## src/rtl/axi_read_burst_engine.sv

```systemverilog
// -----------------------------------------------------------------------------
// axi_read_burst_engine
//
// AXI4 read-channel slave engine. Accepted AR requests wait in a small queue.
// Each burst is then served one beat at a time: the beat address is
// generated, the beat is fetched over a valid/ready memory port, and it is
// returned on the R channel with its ID, response code and RLAST. A request
// the engine cannot serve is answered with SLVERR beats and zero data, and
// the memory port is never touched for it.
//
// Parameters
//   IDW        AXI ID width
//   AW         address width
//   DW         data width in bits (power of two, 8..1024)
//   FIFO_DEPTH AR queue entries (power of two, >= 2)
//
// Ports
//   clk, resetn                 clock (rising edge), synchronous active-low reset
//   s_axi_ar*                   AR channel in; s_axi_arready = queue not full
//   s_axi_r*                    R channel out (rid/rdata/rresp/rlast/rvalid), rready in
//   mem_req_valid/ready/addr    beat fetch request to the backend
//   mem_rsp_valid/data/err      backend response, one per accepted request
// -----------------------------------------------------------------------------
module axi_read_burst_engine #(
  parameter int IDW        = 12,
  parameter int AW         = 32,
  parameter int DW         = 64,
  parameter int FIFO_DEPTH = 4
) (
  input  logic           clk,
  input  logic           resetn,
  input  logic [IDW-1:0] s_axi_arid,
  input  logic [AW-1:0]  s_axi_araddr,
  input  logic [7:0]     s_axi_arlen,
  input  logic [2:0]     s_axi_arsize,
  input  logic [1:0]     s_axi_arburst,
  input  logic           s_axi_arvalid,
  output logic           s_axi_arready,
  output logic [IDW-1:0] s_axi_rid,
  output logic [DW-1:0]  s_axi_rdata,
  output logic [1:0]     s_axi_rresp,
  output logic           s_axi_rlast,
  output logic           s_axi_rvalid,
  input  logic           s_axi_rready,
  output logic           mem_req_valid,
  input  logic           mem_req_ready,
  output logic [AW-1:0]  mem_req_addr,
  input  logic           mem_rsp_valid,
  input  logic [DW-1:0]  mem_rsp_data,
  input  logic           mem_rsp_err
);

  localparam int PW       = $clog2(FIFO_DEPTH);
  localparam int MAX_SIZE = $clog2(DW / 8);

  localparam logic [1:0] BURST_FIXED = 2'd0;
  localparam logic [1:0] BURST_INCR  = 2'd1;
  localparam logic [1:0] BURST_WRAP  = 2'd2;
  localparam logic [1:0] RESP_OKAY   = 2'b00;
  localparam logic [1:0] RESP_SLVERR = 2'b10;

  typedef enum logic [2:0] {
    S_IDLE,
    S_FETCH,
    S_WAIT,
    S_RESP,
    S_ERR
  } state_e;

  // ---------------------------------------------------------------------------
  // AR queue: one array per field, pointers carry an extra wrap bit so that
  // full and empty can be told apart.
  // ---------------------------------------------------------------------------
  logic [IDW-1:0] q_id_mem    [FIFO_DEPTH];
  logic [AW-1:0]  q_addr_mem  [FIFO_DEPTH];
  logic [7:0]     q_len_mem   [FIFO_DEPTH];
  logic [2:0]     q_size_mem  [FIFO_DEPTH];
  logic [1:0]     q_burst_mem [FIFO_DEPTH];

  logic [PW:0] wr_ptr_q;
  logic [PW:0] rd_ptr_q;
  logic        rst_done_q;   // holds arready low through the reset cycle
  logic        q_empty;
  logic        q_full;
  logic        q_push;
  logic        q_pop;

  assign q_empty       = (wr_ptr_q == rd_ptr_q);
  assign q_full        = (wr_ptr_q[PW] != rd_ptr_q[PW]) &&
                         (wr_ptr_q[PW-1:0] == rd_ptr_q[PW-1:0]);
  assign s_axi_arready = rst_done_q && !q_full;
  assign q_push        = s_axi_arvalid && s_axi_arready;

  always_ff @(posedge clk) begin
    if (q_push) begin
      q_id_mem[wr_ptr_q[PW-1:0]]    <= s_axi_arid;
      q_addr_mem[wr_ptr_q[PW-1:0]]  <= s_axi_araddr;
      q_len_mem[wr_ptr_q[PW-1:0]]   <= s_axi_arlen;
      q_size_mem[wr_ptr_q[PW-1:0]]  <= s_axi_arsize;
      q_burst_mem[wr_ptr_q[PW-1:0]] <= s_axi_arburst;
    end
  end

  always_ff @(posedge clk) begin
    if (!resetn) begin
      wr_ptr_q   <= '0;
      rd_ptr_q   <= '0;
      rst_done_q <= 1'b0;
    end else begin
      rst_done_q <= 1'b1;
      if (q_push) wr_ptr_q <= wr_ptr_q + 1'b1;
      if (q_pop)  rd_ptr_q <= rd_ptr_q + 1'b1;
    end
  end

  logic [IDW-1:0] head_id;
  logic [AW-1:0]  head_addr;
  logic [7:0]     head_len;
  logic [2:0]     head_size;
  logic [1:0]     head_burst;

  assign head_id    = q_id_mem[rd_ptr_q[PW-1:0]];
  assign head_addr  = q_addr_mem[rd_ptr_q[PW-1:0]];
  assign head_len   = q_len_mem[rd_ptr_q[PW-1:0]];
  assign head_size  = q_size_mem[rd_ptr_q[PW-1:0]];
  assign head_burst = q_burst_mem[rd_ptr_q[PW-1:0]];

  // ---------------------------------------------------------------------------
  // Request legality. The 4 KB check works inside the page offset: the
  // aligned start offset plus the total burst length must not pass 4096.
  // 17 bits covers 4095 + 256 * 128.
  // ---------------------------------------------------------------------------
  logic [16:0] incr_end;
  logic        head_bad;

  always_comb begin
    incr_end = ({5'd0, head_addr[11:0]} & ~((17'd1 << head_size) - 17'd1)) +
               ((17'(head_len) + 17'd1) << head_size);
    head_bad = 1'b0;
    if (int'(head_size) > MAX_SIZE) head_bad = 1'b1;
    case (head_burst)
      BURST_FIXED: ;
      BURST_INCR:  if (incr_end > 17'd4096) head_bad = 1'b1;
      BURST_WRAP: begin
        case (head_len)
          8'd1, 8'd3, 8'd7, 8'd15: ;
          default: head_bad = 1'b1;
        endcase
      end
      default:     head_bad = 1'b1;
    endcase
  end

  // ---------------------------------------------------------------------------
  // Burst engine
  // ---------------------------------------------------------------------------
  state_e         state_q, state_d;
  logic [AW-1:0]  addr_q, addr_d;
  logic [7:0]     len_q, len_d;
  logic [2:0]     size_q, size_d;
  logic [1:0]     burst_q, burst_d;
  logic [IDW-1:0] id_q, id_d;
  logic [7:0]     beat_q, beat_d;
  logic [DW-1:0]  data_q, data_d;
  logic [1:0]     resp_q, resp_d;

  // Address of the following beat. INCR realigns so that an unaligned first
  // beat is followed by aligned ones; WRAP folds back to the lower bound when
  // the next address would reach the top of the wrap window.
  logic [AW-1:0] beat_bytes;
  logic [AW-1:0] wrap_span;
  logic [AW-1:0] wrap_lower;
  logic [AW-1:0] seq_addr;
  logic [AW-1:0] next_addr;
  logic          last_beat;

  always_comb begin
    beat_bytes = AW'(1) << size_q;
    wrap_span  = (AW'(len_q) + AW'(1)) << size_q;
    wrap_lower = addr_q & ~(wrap_span - AW'(1));
    seq_addr   = addr_q + beat_bytes;
    case (burst_q)
      BURST_FIXED: next_addr = addr_q;
      BURST_INCR:  next_addr = (addr_q & ~(beat_bytes - AW'(1))) + beat_bytes;
      default:     next_addr = (seq_addr == wrap_lower + wrap_span) ? wrap_lower : seq_addr;
    endcase
  end

  assign last_beat = (beat_q == len_q);

  always_ff @(posedge clk) begin
    if (!resetn) begin
      state_q <= S_IDLE;
      addr_q  <= '0;
      len_q   <= '0;
      size_q  <= '0;
      burst_q <= '0;
      id_q    <= '0;
      beat_q  <= '0;
      data_q  <= '0;
      resp_q  <= RESP_OKAY;
    end else begin
      state_q <= state_d;
      addr_q  <= addr_d;
      len_q   <= len_d;
      size_q  <= size_d;
      burst_q <= burst_d;
      id_q    <= id_d;
      beat_q  <= beat_d;
      data_q  <= data_d;
      resp_q  <= resp_d;
    end
  end

  always_comb begin
    state_d       = state_q;
    addr_d        = addr_q;
    len_d         = len_q;
    size_d        = size_q;
    burst_d       = burst_q;
    id_d          = id_q;
    beat_d        = beat_q;
    data_d        = data_q;
    resp_d        = resp_q;
    q_pop         = 1'b0;
    mem_req_valid = 1'b0;
    mem_req_addr  = addr_q;
    s_axi_rvalid  = 1'b0;
    s_axi_rid     = '0;
    s_axi_rdata   = '0;
    s_axi_rresp   = RESP_OKAY;
    s_axi_rlast   = 1'b0;

    case (state_q)
      S_IDLE: begin
        if (!q_empty) begin
          q_pop   = 1'b1;
          addr_d  = head_addr;
          len_d   = head_len;
          size_d  = head_size;
          burst_d = head_burst;
          id_d    = head_id;
          beat_d  = '0;
          state_d = head_bad ? S_ERR : S_FETCH;
        end
      end

      S_FETCH: begin
        mem_req_valid = 1'b1;
        if (mem_req_ready) state_d = S_WAIT;
      end

      S_WAIT: begin
        if (mem_rsp_valid) begin
          data_d  = mem_rsp_data;
          resp_d  = mem_rsp_err ? RESP_SLVERR : RESP_OKAY;
          state_d = S_RESP;
        end
      end

      S_RESP: begin
        s_axi_rvalid = 1'b1;
        s_axi_rid    = id_q;
        s_axi_rdata  = data_q;
        s_axi_rresp  = resp_q;
        s_axi_rlast  = last_beat;
        if (s_axi_rready) begin
          if (last_beat) begin
            state_d = S_IDLE;
          end else begin
            beat_d  = beat_q + 8'd1;
            addr_d  = next_addr;
            state_d = S_FETCH;
          end
        end
      end

      S_ERR: begin
        s_axi_rvalid = 1'b1;
        s_axi_rid    = id_q;
        s_axi_rresp  = RESP_SLVERR;
        s_axi_rlast  = last_beat;
        if (s_axi_rready) begin
          if (last_beat) state_d = S_IDLE;
          else           beat_d  = beat_q + 8'd1;
        end
      end

      default: state_d = S_IDLE;
    endcase
  end

endmodule
```

## config.mk

```make
export PLATFORM = sky130hd
export DESIGN_NAME = axi_read_burst_engine
export DESIGN_NICKNAME = d
export VERILOG_FILES = /design/src/rtl/axi_read_burst_engine.sv
export SDC_FILE = /design/constraint.sdc
export NUM_CORES = 1
export LEC_CHECK = 0
export CORE_MARGIN = 2
export CORE_UTILIZATION = 50
export CTS_CLUSTER_SIZE = 8
export DETAILED_ROUTE_END_ITERATION = 8
export PLACE_DENSITY = 0.78
export SYNTH_ARGS = -nofsm -noshare
export SYNTH_HDL_FRONTEND = slang
export SYNTH_SLANG_ARGS = --single-unit
export TNS_END_PERCENT = 1
```

## constraint.sdc

```tcl
create_clock -name clk -period 7.4 [get_ports clk]
set_clock_uncertainty 0.2 [all_clocks]
set_input_delay 1.11 -clock clk [delete_from_list [all_inputs] [get_ports clk]]
set_output_delay 1.11 -clock clk [all_outputs]
set_load 0.02 [all_outputs]
```

Word level (Yosys, flattened, before mapping)
Memory sizes are Yosys's and may differ from the RTL's. A register that Yosys moved wholly into a read port is not among the register bits.
Index checks and enable logic that the tools add are counted.
{"block": "totals", "mem_bits_rw": 228, "inputBits": 128, "mem_count": 5, "reg_bits": 129, "output_inout_bits": 114, "wordCells": 127}
{"block": "classes", "magnitude_cmp": 2, "muxes": 43, "bitwise": 7, "shift": 4, "n_reduce_logical": 17, "eq_ne": 26, "addsub": 12}
{"memory": "q_addr_mem", "depth": 4, "width": 32, "read_ports": 1, "rd_ports_with_merged_regs": 1, "write_ports": 1, "line": "75", "rtl": "logic [AW-1:0] q_addr_mem [FIFO_DEPTH];"}
{"memory": "q_id_mem", "depth": 4, "width": 12, "read_ports": 1, "rd_ports_with_merged_regs": 1, "write_ports": 1, "line": "74", "rtl": "logic [IDW-1:0] q_id_mem [FIFO_DEPTH];"}
{"memory": "q_len_mem", "depth": 4, "width": 8, "read_ports": 1, "rd_ports_with_merged_regs": 1, "write_ports": 1, "line": "76", "rtl": "logic [7:0] q_len_mem [FIFO_DEPTH];"}
{"memory": "q_size_mem", "depth": 4, "width": 3, "read_ports": 1, "rd_ports_with_merged_regs": 1, "write_ports": 1, "line": "77", "rtl": "logic [2:0] q_size_mem [FIFO_DEPTH];"}
{"memory": "q_burst_mem", "depth": 4, "width": 2, "read_ports": 1, "rd_ports_with_merged_regs": 1, "write_ports": 1, "line": "78", "rtl": "logic [1:0] q_burst_mem [FIFO_DEPTH];"}
{"op": "$mux 32", "n": 4}
{"op": "$pmux 32 s2", "n": 2}
{"op": "$add 32x32->32", "n": 3}
{"op": "$and 32x32->32", "n": 2}
{"op": "$mux 64", "n": 1}
{"op": "$not 32->32", "n": 2}
{"op": "$sub 32x1->32 const B", "n": 2}
{"op": "$eq 32x32->1", "n": 1}
{"op": "$shl 1x3->32 const A", "n": 1}
{"op": "$shl 9x3->32", "n": 1}
{"op": "$mux 8", "n": 3}
{"op": "$mux 3", "n": 7}
{"op": "$add 8x1->9 const B", "n": 2}
{"op": "$mux 2", "n": 9}
{"op": "$ne 2x2->1 const B", "n": 9}
{"op": "$add 17x17->17", "n": 1}
{"op": "$and 12x17->17", "n": 1}
{"op": "$gt 17x13->1 const B", "n": 1}
{"op": "$not 17->17", "n": 1}
{"op": "$shl 1x3->17 const A", "n": 1}
{"op": "$shl 9x3->17", "n": 1}
{"op": "$sub 17x1->17 const B", "n": 1}
{"op": "$pmux 8 s2", "n": 1}
{"op": "$pmux 3 s5", "n": 1}
{"op": "33 further kinds", "n": 53}

Logic depth before layout (Yosys ltp)
Gate-level depths: netlist of the first run.
{"block": "depth", "depth_word": 12, "depth_mapped": 29, "ltp_nobuf": 26}

Worst setup path before layout of the first run
No wires, ideal clock.
{"block": "synth_path", "kind": "register -> register", "from": "register len_q[1]", "to": "register addr_q[19] (netlist: mem_req_addr[19])", "required_ns": 7.071, "path_slack_ns": 0.784, "period_less_slack_ns": 6.616, "stages_incl_launch_ff": 28, "t_arrival_ns": 6.286, "path_buffers": 2, "setup_ns": 0.129, "path_cell_list": "dfxtp_1 -> ha_1 -> nor2b_1 -> o21ai_0 -> ha_1 -> or3b_1 -> buf_2 -> or3_4 -> nor4_2 -> xnor2_1 -> and2_1 -> ha_1 -> nand3_1 -> nor2_1 -> and2_1 -> nand3_1 -> o31ai_1 -> a31oi_1 -> a221o_2 -> nor2_4 -> mux2i_1 -> xor2_1 -> or3_4 -> nor2_4 -> buf_6 -> mux2i_1 -> a2111oi_0 -> o21ai_1"}
{"block": "synth_via", "elab_chain_len": 12, "elab_cells_between_ends": 15, "classes_between": "add/sub (3); eq/ne (3); shift (1); mux (5); bitwise (2); reduce/logical (1)"}
{"item": "start, declared", "line": "159", "rtl": "logic [7:0] len_q, len_d;"}
{"item": "start signal, assigned", "line": "205", "rtl": "len_q <= len_d;"}
{"item": "$add 8x1->9", "line": "179", "rtl": "wrap_span = (AW'(len_q) + AW'(1)) << size_q;"}
{"item": "$shl 9x3->32", "line": "179"}
{"item": "$sub 32x1->32", "line": "180", "rtl": "wrap_lower = addr_q & ~(wrap_span - AW'(1));"}
{"item": "$not 32->32", "line": "180"}
{"item": "$and 32x32->32", "line": "180"}
{"item": "$add 32x32->32", "line": "185", "rtl": "default: next_addr = (seq_addr == wrap_lower + wrap_span) ? wrap_lower : seq_addr;"}
{"item": "$eq 32x32->1", "line": "185"}
{"item": "$mux 32", "line": "185"}
{"item": "$pmux 32 s2", "line": "182", "rtl": "case (burst_q)"}
{"item": "$mux 32", "line": "268", "rtl": "if (last_beat) begin"}
{"item": "$mux 32", "line": "267", "rtl": "if (s_axi_rready) begin"}
{"item": "$pmux 32 s2", "line": "234", "rtl": "case (state_q)"}
{"item": "end signal, assigned", "line": "204", "rtl": "addr_q <= addr_d;"}
{"item": "end, declared", "line": "158", "rtl": "logic [AW-1:0] addr_q, addr_d;"}
Several ways; a longest one is shown, not always the timed one. The select of a mux whose other input is x is not followed.
A chain may end at the register's enable or synchronous reset.

Final worst setup path of the first run
{"block": "layout_path", "from": "register len_q[0]", "to": "register addr_q[25] (netlist: mem_req_addr[25])"}
Same word-level chain as after synthesis.

==> out/metrics.yaml, run 1 <==
global_routing:
  grt_pass1_vias: 18000
  grtUsageTotal_pct: 30.7
  grt_start_max_net_pins: 76
  grt_overflow: 0
  antenna_found_initial: 9
  grt_pass1_wl_um: 105000
yosys:
  yosys_register_bits: 370
  seq_area_frac_synth_pct: 45.5
  syn_area_per_cell_sq_um: 9.76
  synthArstFlopShare_pct: 0
  synth-edff-count: 228
  dominantRegCellSynth: "edfxtp_1"
  synth_cell_types: 103
  synth_cells: 2183
  yosysWarnings: 0
  synth_fp_nets: 2361
  syn_area_sq_mm: 0.0213
critical_path:
  cp-start-kind: "flip-flop"
  worstReg2RegStart: "len_q[0]$_SDFFE_PN0P_"
  cp_num_buf_inv: 2
  slowest_delay_ns: 0.57
  worst_r2r_path_depth: 27
  r2r_end: "mem_req_addr[25]$_SDFFE_PN0P_"
  crit_path_max_fanout: 17
  end_kind: "flip-flop"
  crit_type: "reg2reg"
  r2r_slack_ns: 0.40
  arrival_ns: 7.30
  path_delay_family: "simple AND/OR/NAND/NOR gates"
  crit_slowest_cell: "or4_4"
  crit_cells: 27
  cp.required_ns: 7.70
detailed_routing:
  routed_wl_um: 69200
  vias: 18500
  antenna_left: 0
  vias_per_cell: 6.25
  detail_route.wl_per_cell_um: 23.4
  drt_iter0_markers: 2206
  dr.pass1.iters: 9
  remaining_drc_errors: 0
clocking:
  clk_path_buf_depth: 3
  post_cts_buffers: 0
  cts_tree: "done"
  cts.reportedPaths.clkPinSlew_ns: 0.05
  htree_levels: 2
  cts_buffers: 52
  clock-root-buffer: "clkbuf_16"
  cts_sinks: 370
  clk_latency_ns: 0.58
sta:
  fin_crit_sh_pct: 94.5
  max_clock_freq_mhz: 143
  setup_viol: 0
  maxSlewHeadroom_pct: 27.0
  whs_ns: 0.248
  finalHoldViolations: 0
  tightest_slew_ns: 1.08
  rsz0062_at_grt: "false"
  fin_setup_tns_ns: 0
  final_max_slew_viol_count: 0
  period_minus_slack_ns: 7.00
worst_hold_path:
  worst_hold_path_type: "reg2reg"
  min_from: "data_q[2]$_SDFFE_PN0P_"
  whs_path_depth: 2
  hold_end: "data_q[2]$_SDFFE_PN0P_"
floorplanning:
  start_util_pct: 50.7
  die_w_um: 210
  rows: 75
  dieArea_sq_mm: 0.0443
  io_pins: 242
  core-area_sq_mm: 0.0420
  die_y_um: 210
status:
  status: "complete, no violations"
final_layout:
  syn_to_final_growth_pct: 21.2
  seqCellArea_sq_mm: 0.00970
  fin_nets: 2561
  multi_input_comb_area_sq_mm: 0.0108
  fill_cells: 3442
  drive_gt1_share_pct: 9.92
  design_area_sq_mm: 0.0258
  finalNonFillerCells: 2962
job:
  maxCapViolCount: 0
place:
  postPlaceCellArea_sq_mm: 0.0243
  gp_congestion: 0.992
  port_buffers: 240
  dp_hpwl_um: 49100
  dp_cells: 2868
power:
  vdd_drop_max_uv: 248
  power_density_mw_per_mm2: 389
  power_leakage_nw: 9.00
[cells in the final DEF (no fill, tap or decap), types with 36 or more instances in the layout]
cell / instances
edfxtp_1: 228
clkbuf_1: 36
o21ai_0: 87
nor2_1: 127
clkdlybuf4s50_1: 240
a21oi_1: 199
mux4_2: 56
dfxtp_1: 134
nand3_1: 59
ha_1: 47
clkbuf_16: 53
and2_1: 95
xor2_1: 42
inv_1: 46
nand2_1: 324
buf_4: 56
xnor2_1: 62
[cells by family after synthesis]
family | share of synthesized area [%]
simple gates | 18.9
mux | 7.86
compound gates | 16.4
xor+xnor | 4.46
other cells | 0.0176
fa+ha+maj | 3.01
flops | 45.5
buf+inv | 3.82
[per-stage QoR]
step	util, %	total power, mW	setup WS [ns]
after floorplan	-	5.95	0.784
after global placement	57.7	7.62	0.397
after detailed placement	57.7	7.67	0.197
after CTS	61.3	9.92	0.172
after global routing	61.4	10.5	0.0118
final	61.4	10.0	0.404
[worst min-delay path, stage by stage, from the launching register on]
cell and delay [ns]:
dfxtp_1 0.30, nand2_1 0.05, a21oi_1 0.05
[registers in the layout, indices dropped and copies added, names as in the netlist, named ones only]
| register | cells |
|---|---|
| q_size_mem | 12 |
| resp_q | 1 |
| len_q | 8 |
| rst_done_q | 1 |
| q_id_mem | 48 |
| q_burst_mem | 8 |
| rd_ptr_q | 3 |
| wr_ptr_q | 3 |
| state_q | 3 |
| size_q | 3 |
| id_q | 12 |
| mem_req_addr | 32 |
| burst_q | 2 |
| q_len_mem | 32 |
| data_q | 64 |
| q_addr_mem | 128 |
| beat_q | 8 |
[metal layers]
metal	vias up	global-route usage, %	routed length, um
met5	-	0	94
met3	178	6.50	6170
met1	8917	40.9	27900
met2	946	49.4	32400
met4	12	11.5	2670
li1	8462	-	-
[report_power, final]
part	switching [mW]	internal [mW]
Sequential	0.436	2.39
Clock	0.863	1.36
Combinational	3.03	1.95
Total	4.33	5.69
[worst max path at each step]
stage	slack, ns	startpoint	end
6_report	0.40	len_q[0]$_SDFFE_PN0P_	mem_req_addr[25]$_SDFFE_PN0P_
5_1_grt	0.01	len_q[0]$_SDFFE_PN0P_	mem_req_addr[30]$_SDFFE_PN0P_
4_1_cts	0.17	len_q[1]$_SDFFE_PN0P_	mem_req_addr[25]$_SDFFE_PN0P_
3_5_place_dp	0.20	len_q[1]$_SDFFE_PN0P_	mem_req_addr[25]$_SDFFE_PN0P_
3_3_place_gp	0.40	len_q[1]$_SDFFE_PN0P_	mem_req_addr[25]$_SDFFE_PN0P_
2_1_floorplan	0.78	len_q[1]$_SDFFE_PN0P_	mem_req_addr[19]$_SDFFE_PN0P_
[timing repair]
item / in CTS / in global routing
resized for setup: 0 / 9
setup endpoints to repair: 0 / 32
hold buffers: 0 / 0
[layout make-up]
class,count,area share (%)
Clock inverter,2,0.194
Multi-Input combinational cell,1612,42.0
Sequential cell,370,37.6
Inverter,48,0.708
Clock buffer,89,5.66
Antenna cell,3,0.0291
Tap cell,539,2.61
Timing Repair Buffer,299,11.2
[Yosys cell counts, types with 19 or more instances]
master / instances / area share [%]
a211oi_1: 22 / 0.78
a21o_1: 19 / 0.67
a21oi_1: 199 / 4.7
a31oi_1: 22 / 0.65
and2_1: 95 / 2.8
and3_1: 30 / 0.88
buf_2: 20 / 0.47
clkbuf_1: 113 / 2.0
dfxtp_1: 142 / 13
edfxtp_1: 228 / 32
ha_1: 48 / 2.8
inv_1: 46 / 0.81
mux2i_1: 30 / 1.4
mux4_2: 56 / 5.9
nand2_1: 324 / 5.7
nand2b_1: 20 / 0.59
nand3_1: 60 / 1.4
nand4_1: 22 / 0.65
nor2_1: 129 / 2.3
nor3_1: 34 / 0.80
o211ai_1: 22 / 0.78
o21ai_0: 87 / 2.0
or3_1: 21 / 0.62
xnor2_1: 62 / 2.5
xor2_1: 42 / 1.7
Power figures use the tool's default switching activity.
==> inputs of run 2 (changes only) <==
==> constraint.sdc (replaced) <==
create_clock -name clk -period 9.1 [get_ports clk]
set_clock_uncertainty 0.2 [all_clocks]
set_input_delay 1.365 -clock clk [delete_from_list [all_inputs] [get_ports clk]]
set_output_delay 1.365 -clock clk [all_outputs]
set_load 0.02 [all_outputs]
==> run 2 against run 1 <==
  * Combinational power decreased by 24%
  * Fmax decreased by 18%
  * Critical path depth decreased by 4
  * Non-clock buffer count decreased by 32
  * Cell count decreased by 1.0%
  * Design area decreased by 1.3%
  * Via count decreased by 0.42%
  * Sequential share of layout area increased by 0.45 points
  * Core utilization decreased by 0.78 points
  * Sequential cell count unchanged
  * Sequential power decreased by 18%
  * Hold slack improved by 0.00067 ns
  * Critical endpoint is now mem_req_addr[16]$_SDFFE_PN0P_
  * Largest power group unchanged
  * Highest routed layer unchanged
==> out/metrics.yaml, run 2 (synthesis gave the netlist of run 1 again) <==
clocking:
  clock-root-buffer: "clkbuf_16"
  clk_latency_ns: 0.56  # -0.02 ns
  htree_levels: 2  # unchanged
  cts_sinks: 370  # unchanged
  clk_path_buf_depth: 3  # unchanged
  cts_buffers: 52  # unchanged
  post_cts_buffers: 0  # unchanged
  cts_tree: "done"
  cts.reportedPaths.clkPinSlew_ns: 0.06  # about the same
global_routing:
  grtUsageTotal_pct: 29.8  # -0.83 points
  grt_pass1_vias: 17800  # -1.1%
  grt_start_max_net_pins: 104  # +37%
  antenna_found_initial: 6  # -3
  grt_pass1_wl_um: 104000  # -1.7%
  grt_overflow: 0  # unchanged
final_layout:
  mostFrequentLayoutCells: "nand2_1, clkdlybuf4s50_1, edfxtp_1"
  largest_reg_flops: 128  # unchanged
  layout_commonest_cell: "nand2_1"
  drive_gt1_share_pct: 8.45  # -1.5 points
  syn_to_final_growth_pct: 19.6
  fin_nets: 2530  # -1.2%
sta:
  whs_ns: 0.248  # +0.000666 ns
  rsz0062_at_grt: "false"
  period_minus_slack_ns: 8.55  # +1.56 ns
  tightest_slew_ns: 1.24  # +0.158 ns
  fin_setup_tns_ns: 0  # unchanged
  max_clock_freq_mhz: 117  # -18%
  setup_viol: 0  # unchanged
  finalHoldViolations: 0  # unchanged
  maxSlewHeadroom_pct: 17.1  # -9.9 points
  final_max_slew_viol_count: 0  # unchanged
  fin_crit_sh_pct: 94.0  # -0.54 points
critical_path:
  cp-start-kind: "flip-flop"
  crit_type: "reg2reg"
  worstReg2RegStart: "len_q[0]$_SDFFE_PN0P_"
  end_kind: "flip-flop"
  crit_path_max_fanout: 18  # +1
  worst_r2r_path_depth: 23  # -15%
  cp.required_ns: 9.38  # +1.68 ns
  setup.worst_path.start: "len_q[0]$_SDFFE_PN0P_"
  arrival_ns: 8.83  # +1.53 ns
floorplanning:
  start_util_pct: 50.7  # unchanged
  dieArea_sq_mm: 0.0443  # unchanged
  rows: 75  # unchanged
  io_pins: 242  # unchanged
  core-area_sq_mm: 0.0420  # unchanged
  die_y_um: 210  # unchanged
  die_w_um: 210  # unchanged
detailed_routing:
  antenna_left: 0  # unchanged
  detail_route.wl_per_cell_um: 23.0  # -1.4%
  vias_per_cell: 6.29  # +0.64%
  remaining_drc_errors: 0  # unchanged
  vias: 18400  # -0.42%
  drt_iter0_markers: 2083  # -5.6%
  dr.pass1.iters: 8  # -1
  routed_wl_um: 67500  # -2.5%
power:
  power_leakage_nw: 8.82  # -2.0%
  vdd_drop_max_uv: 256  # +3.2%
  power_density_mw_per_mm2: 310  # -20%
  power.total_mw: 7.89  # -21%
status:
  status: "complete, no violations"
worst_hold_path:
  min_from: "data_q[36]$_SDFFE_PN0P_"
  whs_path_depth: 2  # unchanged
  worst_hold_path_type: "reg2reg"
place:
  dp_hpwl_um: 46900  # -4.6%
  port_buffers: 240  # unchanged
  gp_congestion: 0.983  # -0.96%
job:
  maxCapViolCount: 0  # unchanged
[run 2: changes by cell type in the layout (fill, tap and decap cells not counted), sizes merged]
cell,delta
buf,-32
nor2,+1
diode,-1
clkbuf,+1
bufinv,-1
clkinv,+1
[run 2: area by class of cell]
type | count | area [sq um]
antenna | 2 | 5.00
clock buffer | 90 | 1470
clock inverter | 2 | 25.0
fill | 3379 | 16600
inverter | 48 | 183
multi-input combinational | 1613 | 10800
sequential | 370 | 9690
tap | 539 | 674
timing repair buffer | 267 | 2610
[run 2: worst paths after layout]
path | end | slack, ns
max | mem_req_addr[16]$_SDFFE_PN0P_ | 0.55
min | data_q[36]$_SDFFE_PN0P_ | 0.25
max reg2reg | mem_req_addr[16]$_SDFFE_PN0P_ | 0.55
min reg2reg | data_q[36]$_SDFFE_PN0P_ | 0.25
[run 2: metal layers]
layer  up-vias  GRT usage, %  part of all wire [%]
li1       8380             -                     -
met1      8949          40.9                    41
met2       935          47.8                    47
met3       166          5.13                   8.9
met4         8          11.0                   3.5
met5         -             0                 0.089
[run 2: stage by stage]
stage	setup slack, ns	std cells	utilization [%]	area (sq um)
2_1_floorplan	2.48	2183	-	21300
5_1_grt	0.0150	2930	60.6	25500
6_report	0.545	2931	60.6	25500
4_1_cts	0.748	2928	60.6	25500
3_3_place_gp	0.963	2836	57.0	24000
3_5_place_dp	0.785	2836	57.0	24000
[run 2: repair_timing]
action	CTS	global route
gates resized for setup	0	0
hold buffers	0	0
setup endpoints to repair	0	1
[run 2: worst max-delay path, stage by stage (launching register included)]
cell and delay [ns]:
dfxtp_1 0.72, ha_1 0.54, xor2_1 0.31, a221oi_2 0.64, nand2_1 0.36, or3_1 0.49, or3_1 0.31, and3_1 0.19
ha_1 0.42, a21o_1 0.25, a21o_1 0.20, a21oi_1 0.33, o21ai_0 0.18, and2_1 0.20, mux2_2 0.30, a211oi_1 0.19
nand4_1 0.19, a2111oi_0 0.45, and4_1 0.29, nand4_1 0.38, nor2_4 0.60, a311oi_1 0.19, a211o_1 0.32, a221oi_1 0.23
[run 2: power breakdown]
| part | total, mW | internal, mW | switching, mW |
|---|---|---|---|
| combinational | 3.78 | 1.44 | 2.35 |
| clock | 1.78 | 1.08 | 0.697 |
| sequential | 2.33 | 1.94 | 0.389 |
| total | 7.89 | 4.46 | 3.43 |
